## src/rtl/cachebus_arbiter_pkg.sv

```systemverilog
// Shared types for the cache line-burst bus arbiter.
package cachebus_arbiter_pkg;

  typedef enum logic [1:0] {
    IDLE = 2'd0,
    XFER = 2'd1,
    DONE = 2'd2
  } arbstate_t;

  localparam logic [1:0] RW_NONE  = 2'b00;
  localparam logic [1:0] RW_READ  = 2'b10;
  localparam logic [1:0] RW_WRITE = 2'b01;

endpackage

```

## src/rtl/cachebus_arbiter_rr_arb2.sv

```systemverilog
// Two-way round-robin grant between the I$ and D$; the side that did not win last time wins a tie.
module cachebus_arbiter_rr_arb2 (
  input  logic       ReqI,
  input  logic       ReqD,
  input  logic       LastD,
  output logic [1:0] Grant
);

  // Grant[1] selects the D$, Grant[0] the I$.
  assign Grant[1] = ReqD & (~ReqI | ~LastD);
  assign Grant[0] = ReqI & (~ReqD | LastD);

endmodule

```

## src/rtl/cachebus_arbiter.sv

```systemverilog
// Shares the line-burst bus between I$ and D$, holding it for the owner until the last beat is accepted.
module cachebus_arbiter #(
  parameter int PA_BITS = 56,
  parameter int LOGBWPL = 3
) (
  input  logic               clk,
  input  logic               reset,
  input  logic               IReq,
  input  logic [PA_BITS-1:0] IAdr,
  output logic               IAck,
  input  logic [1:0]         DRW,
  input  logic [PA_BITS-1:0] DAdr,
  output logic               DAck,
  input  logic               BusReady,
  output logic [1:0]         BusRW,
  output logic [PA_BITS-1:0] BusAdr,
  output logic [LOGBWPL-1:0] BeatCount,
  output logic               OwnerD,
  output logic               Busy
);

  import cachebus_arbiter_pkg::*;

  localparam int BEATSPERLINE = 2**LOGBWPL;
  localparam logic [LOGBWPL-1:0] LASTBEAT = LOGBWPL'(BEATSPERLINE - 1);

  arbstate_t          r_state, w_stateNext;
  logic [LOGBWPL-1:0] r_beatCount, w_beatNext;
  logic               r_ownerD, w_ownerNext;
  logic               r_lastD, w_lastDNext;
  logic               w_reqD;
  logic [1:0]         w_grant;
  logic [1:0]         w_ownerRW;

  assign w_reqD = |DRW;

  cachebus_arbiter_rr_arb2 u_rr (
    .ReqI  (IReq),
    .ReqD  (w_reqD),
    .LastD (r_lastD),
    .Grant (w_grant)
  );

  // An illegal DRW of 11 is forwarded as a plain writeback.
  assign w_ownerRW = r_ownerD ? ((DRW == 2'b11) ? RW_WRITE : DRW)
                              : (IReq ? RW_READ : RW_NONE);

  always_ff @(posedge clk or posedge reset) begin
    if (reset) begin
      r_state     <= IDLE;
      r_beatCount <= '0;
      r_ownerD    <= 1'b0;
      r_lastD     <= 1'b0;
    end else begin
      r_state     <= w_stateNext;
      r_beatCount <= w_beatNext;
      r_ownerD    <= w_ownerNext;
      r_lastD     <= w_lastDNext;
    end
  end

  always_comb begin
    w_stateNext = r_state;
    w_beatNext  = r_beatCount;
    w_ownerNext = r_ownerD;
    w_lastDNext = r_lastD;
    BusRW       = RW_NONE;
    BusAdr      = '0;
    IAck        = 1'b0;
    DAck        = 1'b0;
    Busy        = 1'b0;
    case (r_state)
      IDLE: begin
        if (|w_grant) begin
          w_ownerNext = w_grant[1];
          w_beatNext  = '0;
          w_stateNext = XFER;
        end
      end
      XFER: begin
        Busy   = 1'b1;
        BusRW  = w_ownerRW;
        BusAdr = r_ownerD ? DAdr : IAdr;
        if (BusReady) begin
          w_beatNext = r_beatCount + 1'b1;
          if (r_beatCount == LASTBEAT) w_stateNext = DONE;
        end
      end
      DONE: begin
        Busy        = 1'b1;
        IAck        = ~r_ownerD;
        DAck        = r_ownerD;
        w_lastDNext = r_ownerD;
        w_stateNext = IDLE;
      end
      default: w_stateNext = IDLE;
    endcase
  end

  assign BeatCount = r_beatCount;
  assign OwnerD    = r_ownerD;

  a_legalDrw: assert property (@(posedge clk) disable iff (reset) DRW != 2'b11);

  // The owner must keep its request up for the whole burst.
  a_ownerHolds: assert property (@(posedge clk) disable iff (reset)
    (r_state == XFER) |-> (r_ownerD ? w_reqD : IReq));

endmodule

```

## config.mk

```make
export PLATFORM = sky130hd
export DESIGN_NAME = cachebus_arbiter
export DESIGN_NICKNAME = d
export VERILOG_FILES = /design/src/rtl/cachebus_arbiter_pkg.sv /design/src/rtl/cachebus_arbiter_rr_arb2.sv /design/src/rtl/cachebus_arbiter.sv
export SDC_FILE = /design/constraint.sdc
export NUM_CORES = 1
export LEC_CHECK = 0
export CAP_MARGIN = 0
export CORE_ASPECT_RATIO = 1.4
export CORE_MARGIN = 3
export CORE_UTILIZATION = 24
export CTS_BUF_LIST = sky130_fd_sc_hd__clkbuf_4
export DETAILED_ROUTE_END_ITERATION = 6
export PLACE_DENSITY_LB_ADDON = 0.1
export SYNTH_ARGS = -nofsm -noshare
export SYNTH_HDL_FRONTEND = slang
export SYNTH_SLANG_ARGS = --single-unit
export TNS_END_PERCENT = 30
```

## constraint.sdc

```tcl
create_clock -name clk -period 1.6 [get_ports clk]
set_clock_uncertainty 0.15 [all_clocks]
set_input_delay 0.48 -clock clk [delete_from_list [all_inputs] [get_ports clk]]
set_output_delay 0.48 -clock clk [all_outputs]
set_load 0.005 [all_outputs]
```

# Word level (Yosys, flattened, before mapping)
# Cells that the tools add are included.
[op_classes]
div_mod_pow = 0
mux = 16
n_eq_ne = 7
reduce_logical = 8
add_sub_neg = 1
shift = 0
bitwise = 8
magnitude_cmp = 0
multipliers = 0
[op_table]
columns = ["op", "count"]
rows = [
  ["56-bit two-way mux", 2],
  ["2-bit two-way mux", 7],
  ["3-bit two-way mux", 2],
  ["2-bit != test (second input constant)", 3],
  ["3-bit case mux with 2 select lines", 1],
  ["3-bit AND reduction", 2],
  ["2-bit OR reduction", 3],
  ["2-bit == test (second input constant)", 2],
  ["1-bit inverter", 4],
  ["2-bit case mux with 2 select lines", 1],
  ["3-bit by 1-bit adder with 3-bit output (second input constant)", 1],
  ["3-bit == test (second input constant)", 1],
  ["1-bit two-way mux", 3],
  ["1-bit AND", 2],
  ["2-bit by 1-bit == test with 1-bit output (second input constant)", 1],
  ["2-bit zero test", 1],
  ["1-bit bitwise OR", 2],
  ["2-bit AND reduction", 1],
  ["2-bit nonzero test", 1],
]
[totals]
memories = 0
in_bits = 118
rom_bits = 0
latchBits = 0
register_bits = 7
out_inout_bits = 65
mem_bits_rw = 0

# Longest topological paths before layout
# Gate-level depths: netlist (run 1).
[logic_depth]
ltp_word = 7
mapped_depth = 6

# By module
# From an unflattened synthesis (run 1), not the netlist that was laid out.
[unflattened]
cells_unflattened = 171
area_unflattened_um2 = 1465.2
[modules_own_cells]
columns = ["mod", "area_per_inst_um2", "seq_area_each_um2", "cells_per_inst", "n_inst"]
rows = [
  ["cachebus_arbiter", 1446.4, 175.2, 168, 1],
  ["cachebus_arbiter_rr_arb2", 18.8, 0.0, 3, 1],
]

# Worst setup path after synthesis (run 1)
# Ideal clock, no wire load.
[synth_path]
kind = "register to output"
start = "register r_state[1]"
end = "output BusAdr[0]"
slack_ns = -0.195
required_ns = 0.970
stages_incl_launch_ff = 6
arrival_ns = 1.165
path_buffers = 2
path_cell_list = "dfrtp_1 > inv_1 > ha_1 > buf_6 > dlygate4sd1_1 > nor2b_1"
[synth_via]
elab_chain_cells = 2
[synth_rtl]
columns = ["element", "line", "source"]
rows = [
  ["start, declared", "cachebus_arbiter.sv:27", "arbstate_t r_state, w_stateNext;"],
  ["start signal, assigned", "cachebus_arbiter.sv:55", "r_state <= w_stateNext;"],
  ["2-bit by 1-bit == test with 1-bit output", "cachebus_arbiter.sv:72", "case (r_state)"],
  ["56-bit two-way mux", "cachebus_arbiter.sv:72", ""],
  ["end, declared", "cachebus_arbiter.sv:16", "output logic [PA_BITS-1:0] BusAdr,"],
]
# Every way passes these cells.

# Final worst setup path (run 1)
[layout_path]
start = "register r_state[1]"
end = "output BusAdr[55]"
# The elaborated chain is that of the path after synthesis.

==> flow_summary_export.csv, run 1 <==
group,metric,value,unit
clocking,clk_latency,0.25,ns
grt,grt_max_degree,33,
grt,grt_use_total,0.174,
clocking,cts_buffers,3,
drt,viasPerCell,4.51,
drt,wl,8190,um
worst_setup_path,path_class,"reg -> out",
yosys,synth.distinct_cells,27,
sta,max_freq,0.430,GHz
yosys,synthArstFlopShare,1.00,
yosys,ys_ff_latch,7,
run_status,status,"complete, but fails checks",
finish,multi_input_area,0.00150,mm2
sta,setup_tns,-33.96,ns
worst_setup_path,reg2reg_to,"BeatCount[0]$_DFFE_PP0P_",
pwr,p_leak,2.18,nW
placement,dpl.hpwl,5640,um
sta,timing.slew.headroom,0.806,
worst_setup_path,reg2reg_slack,-0.41,ns
floorplan,die_y,98.9,um
finish,layout-drive-gt1-share,0.452,
floorplan,num_io_pins,183,
yosys,ys_top_cells_by_count,"mux2i_1, nor2b_1, dfrtp_1, buf_4, ha_1",
floorplan,std_cell_rows,33,
clocking,htreeDepth,1,
worst_setup_path,reg2regPathDepth,8,
grt,antenna_found_initial,0,
worst_setup_path,start_kind,"register",
yosys,syn_area,0.00148,mm2
pwr,finalPower,6.17,mW
yosys,synth_fp_nets,293,
drt,drt_pass1_iterations,3,
yosys,post-synth-top-count-cell,"mux2i_1",
yosys,yosysTopAreaCell,"mux2i_1",
floorplan,die_area,0.00715,mm2
yosys,ys_top_cells_by_area,"mux2i_1, nor2b_1, dfrtp_1",
worst_setup_path,worstPathRequired,0.97,ns
job,maxCapViolCount,0,
sta,slew_violations,0,
drt,wire_per_inst,17.6,um
clocking,cts_tree,"yes",
yosys,synth_flop_cell,"dfrtp_1",
clocking,clockBufferDepth,2,
floorplan,start_util,0.250,
worst_setup_path,endpoint,"BusAdr[55]",
worst_setup_path,endpoint_kind,"output pin",
worst_hold_path,hold_class,"in -> async",
yosys,ys_seq_area_frac,0.118,
drt,met2_wirelength,4550,um
sta,worst_slew_pin_slew,0.284,ns
drt,final_antenna_net_count,0,
finish,antenna_cells,0,
worst_setup_path,startpoint,"r_state[1]$_DFFE_PP0P_",
grt,grt_pass1_vias,1871,
drt,m1WireLength,3070,um
pwr,p_per_area,1480,mW/mm2
worst_setup_path,cp_max_fo,8,
yosys,syn_area_per_cell,8.75,um2
worst_setup_path,cp_data_arrival_time,1.70,ns
grt,grt_pass1_wl,9920,um
pwr,vdd_drop_max,0.000890,V
worst_setup_path,r2r_start,"r_state[0]$_DFFE_PP0P_",
floorplan,core,0.00590,mm2
sta,period_needed,2.33,ns
sta,finalSetupViolations,67,
drt,drtIter0Drc,26,
placement,gp_congestion,0.732,
grt,grt-ovfl-total,0,
clocking,clock_sinks,7,
yosys,synth_edf_count,0,
clocking,clk_pin_slew,0.06,ns
finish,syn_to_final_growth,181,%
drt,top_layer,"met4",
placement,numPortBuffers,182,
yosys,yosys_warnings,0,
yosys,netlist.area_leader.share,0.399,
finish,nFillCells,464,
drt,wl_met3,516,um
clocking,cts_root_buf,"clkbuf_4",
finish,fin_nets,521,
floorplan,die-width,72.3,um
sta,fin_crit_sh,1.45,
clocking,cts_hold_buf,0,
drt,vias,2100,
finish,seqCellArea,179,um2
drt,drc_errors,0,
sta,fin_ws,-0.726,ns
yosys,syn_inst,169,
run_status,violations,"negative setup slack",
sta,rsz0062_at_grt,"true",
sta,hold_violations,0,
## worst min path at each step
stage | from | endpoint | depth (start not counted)
6_report | reset | BeatCount[0]$_DFFE_PP0P_ | 2
5_1_grt | reset | BeatCount[0]$_DFFE_PP0P_ | 2
4_1_cts | reset | BeatCount[0]$_DFFE_PP0P_ | 2
3_5_place_dp | r_lastD$_DFFE_PP0N_ | r_lastD$_DFFE_PP0N_ | 1
3_3_place_gp | r_lastD$_DFFE_PP0N_ | r_lastD$_DFFE_PP0N_ | 1
2_1_floorplan | reset | BeatCount[0]$_DFFE_PP0P_ | 1
## worst max-delay path: stages, from the launching register on
cell            delay (ns)
dfrtp_1               0.39
inv_2                 0.08
ha_4                  0.24
buf_4                 0.16
clkbuf_16             0.13
buf_4                 0.12
nor2b_1               0.17
dlymetal6s2s_1        0.16
## cells in the final DEF, fill, tap and decap left out, types with 5 or more instances in the layout
master,synthesis,final
clkdlybuf4s50_1,0,116
mux2i_1,59,52
nor2b_2,0,36
buf_6,1,26
buf_4,6,24
buf_2,1,22
nor2b_4,0,16
clkbuf_2,0,14
dlymetal6s2s_1,0,14
dlygate4sd2_1,0,7
dfrtp_1,7,6
nor2b_1,58,6
mux2i_2,0,5
clkbuf_16,0,5
## sequential cells by signal, indices dropped and copies added, names as in the netlist
name and flops:
r_lastD 1, OwnerD 1, r_state 2, BeatCount 3
## metal layers
metal  up-vias  global-route usage
li1       1027                   -
met1       965               0.202
met2        98               0.338
met3        10              0.0224
met4         0              0.0217
met5         -                   0
## power by group
part | switching, mW | internal, mW
logic | 2.03 | 3.62
clock network | 0.0691 | 0.112
registers | 0.0759 | 0.261
## cells by family (layout without fill, tap and decap cells)
kind of cell,count (synthesis),in the layout,share of synthesized area
compound gates,8,8,0.0398
fa+ha+maj,6,6,0.0508
buf+inv,19,246,0.0863
flops,7,7,0.118
mux,62,62,0.425
simple gates,67,67,0.280
## what timing repair did
action / CTS / global route
gates resized for setup: 79 / 151
setup endpoints to repair: 70 / 67
gates cloned: 0 / 7
hold endpoints to repair: 0 / 0
buffers inserted: 0 / 30
pin swaps: 0 / 1
## metrics by stage
step	hold slack, ns	std cells	instance area, um2	util	setup WS (ns)
CTS	0.329	429	3610	0.612	-0.816
finish	0.320	466	4160	0.704	-0.726
floorplan	0.133	169	1620	-	-0.0198
global placement	0.356	425	3620	0.613	-0.755
global route	0.328	466	4160	0.704	-0.784
detailed placement	0.357	425	3620	0.613	-0.795
## area by class of cell
class                   instances  area share
repair buffers                237       0.564
flip-flops and latches          7      0.0430
well taps                      70      0.0211
clock buffers                   4     0.00722
multi-input cells             143       0.361
inverters                       5     0.00451
Power figures use the tool's default switching activity.
==> run 2, diff against run 1 <==
--- a/config.mk
+++ b/config.mk
@@ -8,8 +8,9 @@
 export CAP_MARGIN = 0
 export CORE_ASPECT_RATIO = 1.4
 export CORE_MARGIN = 3
-export CORE_UTILIZATION = 24
+export CORE_UTILIZATION = 29
 export CTS_BUF_LIST = sky130_fd_sc_hd__clkbuf_4
+export CTS_CLUSTER_SIZE = 40
 export DETAILED_ROUTE_END_ITERATION = 6
 export PLACE_DENSITY_LB_ADDON = 0.1
 export SYNTH_ARGS = -nofsm -noshare
==> constraint.sdc (replaced) <==
create_clock -name clk -period 2.9 [get_ports clk]
set_clock_uncertainty 0.15 [all_clocks]
set_input_delay 0.87 -clock clk [delete_from_list [all_inputs] [get_ports clk]]
set_output_delay 0.87 -clock clk [all_outputs]
set_load 0.005 [all_outputs]
==> flow_summary_export.csv, run 2 (synthesis gave the netlist of run 1 again) <==
group,metric,value,unit
clocking,post-cts-setup-buffer-count,0,
finish,final_util,0.678,
clocking,clockBufferDepth,2,
finish,antenna_cells,0,
floorplan,die_y,90.5,um
drt,vias,1863,
worst_setup_path,slowest_delay,0.45,ns
clocking,htreeDepth,1,
worst_setup_path,endpoint_kind,"output pin",
sta,rsz0062_at_grt,"false",
finish,nFillCells,451,
worst_setup_path,cp_data_arrival_time,1.78,ns
sta,worst_slew_pin_slew,0.306,ns
placement,gp_congestion,0.771,
sta,hold_violations,0,
clocking,cts_tree,"yes",
worst_hold_path,hold_class,"reg -> reg",
sta,period_needed,2.80,ns
grt,grt_pass1_vias,1779,
placement,dp_slack,-0.279,ns
drt,wire_per_inst,14.9,um
finish,fin_nets,473,
floorplan,die-width,66.4,um
drt,drt_pass1_iterations,4,
grt,grt-ovfl-total,0,
worst_setup_path,path_class,"in -> out",
placement,dp_cells,408,
worst_setup_path,cpMaxStageDelayCell,"clkdlybuf4s50_1",
grt,grt_use_total,0.197,
clocking,cts_root_buf,"clkbuf_4",
floorplan,core,0.00488,mm2
floorplan,num_io_pins,183,
placement,place_area,0.00335,mm2
sta,finalSetupViolations,0,
grt,grt_pass1_wl,9430,um
grt,grt_max_degree,45,
drt,viasPerCell,4.52,
worst_setup_path,start_kind,"primary input",
drt,wl,6150,um
floorplan,start_util,0.303,
finish,layout-drive-gt1-share,0.0517,
worst_setup_path,cp_max_fo,1,
finish,stdcell_count,412,
worst_setup_path,worstPathRequired,1.88,ns
pwr,p_leak,1.69,nW
sta,fin_ws,0.0972,ns
finish,largest_reg_flops,3,
drt,drtIter0Drc,69,
placement,dpl.hpwl,5170,um
finish,syn_to_final_growth,124,%
placement,numPortBuffers,182,
sta,fin_crit_sh,0.966,
sta,timing.slew.headroom,0.796,
pwr,p_per_area,621,mW/mm2
finish,final_common_cell,"clkdlybuf4s50_1",
finish,final_cell_mix,"clkdlybuf4s50_1, mux2i_1, nor2b_1",
drt,final_antenna_net_count,0,
clocking,clk_latency,0.25,ns
clocking,cts_hold_buf,0,
finish,finalInstanceArea,0.00331,mm2
grt,antenna_found_initial,0,
sta,slew_violations,0,
floorplan,std_cell_rows,30,
sta,max_freq,0.357,GHz
clocking,clk_pin_slew,0.05,ns
drt,drc_errors,0,
worst_setup_path,path_cells,"clkdlybuf4s50_1 > mux2i_1 > nor2b_1 > dlygate4sd2_1",
sta,setup_tns,0,ns
clocking,clock_sinks,7,
floorplan,die_area,0.00600,mm2
clocking,cts_buffers,3,
pwr,vdd_drop_max,0.000583,V
run_status,status,"completed",
job,maxCapViolCount,0,
==> run 2: cell count changes in the layout (fill, tap and decap cells not counted), sizes merged <==
| cell | delta |
|---|---|
| buf | -74 |
| dlygate4sd2 | +50 |
| clkbuf | -18 |
| dlymetal6s2s | -14 |
| clkdlybuf4s50 | +8 |
==> run 2: final timing paths <==
path | startpoint | endpoint | slack (ns) | cells after the start
hold / removal | r_state[1]$_DFFE_PP0P_ | r_state[1]$_DFFE_PP0P_ | 0.37 | 1
setup reg to reg | r_state[1]$_DFFE_PP0P_ | BeatCount[0]$_DFFE_PP0P_ | 1.00 | 6
setup / recovery | DAdr[40] | BusAdr[40] | 0.1 | 4
max in group asynchronous | reset | OwnerD$_DFFE_PP0P_ | 1.68 | 2
hold reg to reg | r_state[1]$_DFFE_PP0P_ | r_state[1]$_DFFE_PP0P_ | 0.37 | 1
min in group asynchronous | reset | r_state[0]$_DFFE_PP0P_ | 0.69 | 2
==> run 2: layout make-up <==
type / count / area [um2] / share of cell area
multi-input cells: 143 / 1180 / 0.356
flip-flops and latches: 7 / 179 / 0.0541
well taps: 64 / 80.1 / 0.0242
clock buffers: 4 / 30.0 / 0.00908
inverters: 5 / 18.8 / 0.00568
repair buffers: 189 / 1820 / 0.551
==> run 2: timing repair <==
| action | CTS | global route |
|---|---|---|
| endpoints found under the setup margin | 58 | 1 |
| gates resized for setup | 58 | 2 |
| gates cloned | 0 | 0 |
==> run 2: per-stage QoR <==
stage	hold WS (ns)	total power, mW
floorplan	0.331	1.24
global placement	0.351	2.17
detailed placement	0.357	2.20
CTS	0.368	2.09
global route	0.405	2.23
finish	0.368	2.05
==> run 2: layer usage <==
metal | wire [um] | part of all wire | GRT usage
met1 | 2060 | 0.34 | 0.212
met2 | 3250 | 0.53 | 0.361
met3 | 641 | 0.10 | 0.0486
met4 | 196 | 0.032 | 0.0610
met5 | 0 | 0 | 0
==> run 2: critical path: cells and delay by family <==
family / cells / cell delay (ns)
buffers and inverters: 2 / 0.70
and+or+nand+nor: 1 / 0.14
muxes: 1 / 0.06
==> run 2: where the power goes <==
| part | total [mW] | leakage [nW] | internal [mW] | switching (mW) |
|---|---|---|---|---|
| sequential | 0.176 | 0.0868 | 0.144 | 0.0317 |
| combinational | 1.78 | 1.58 | 1.05 | 0.729 |
| clock | 0.100 | 0.0184 | 0.0620 | 0.0382 |
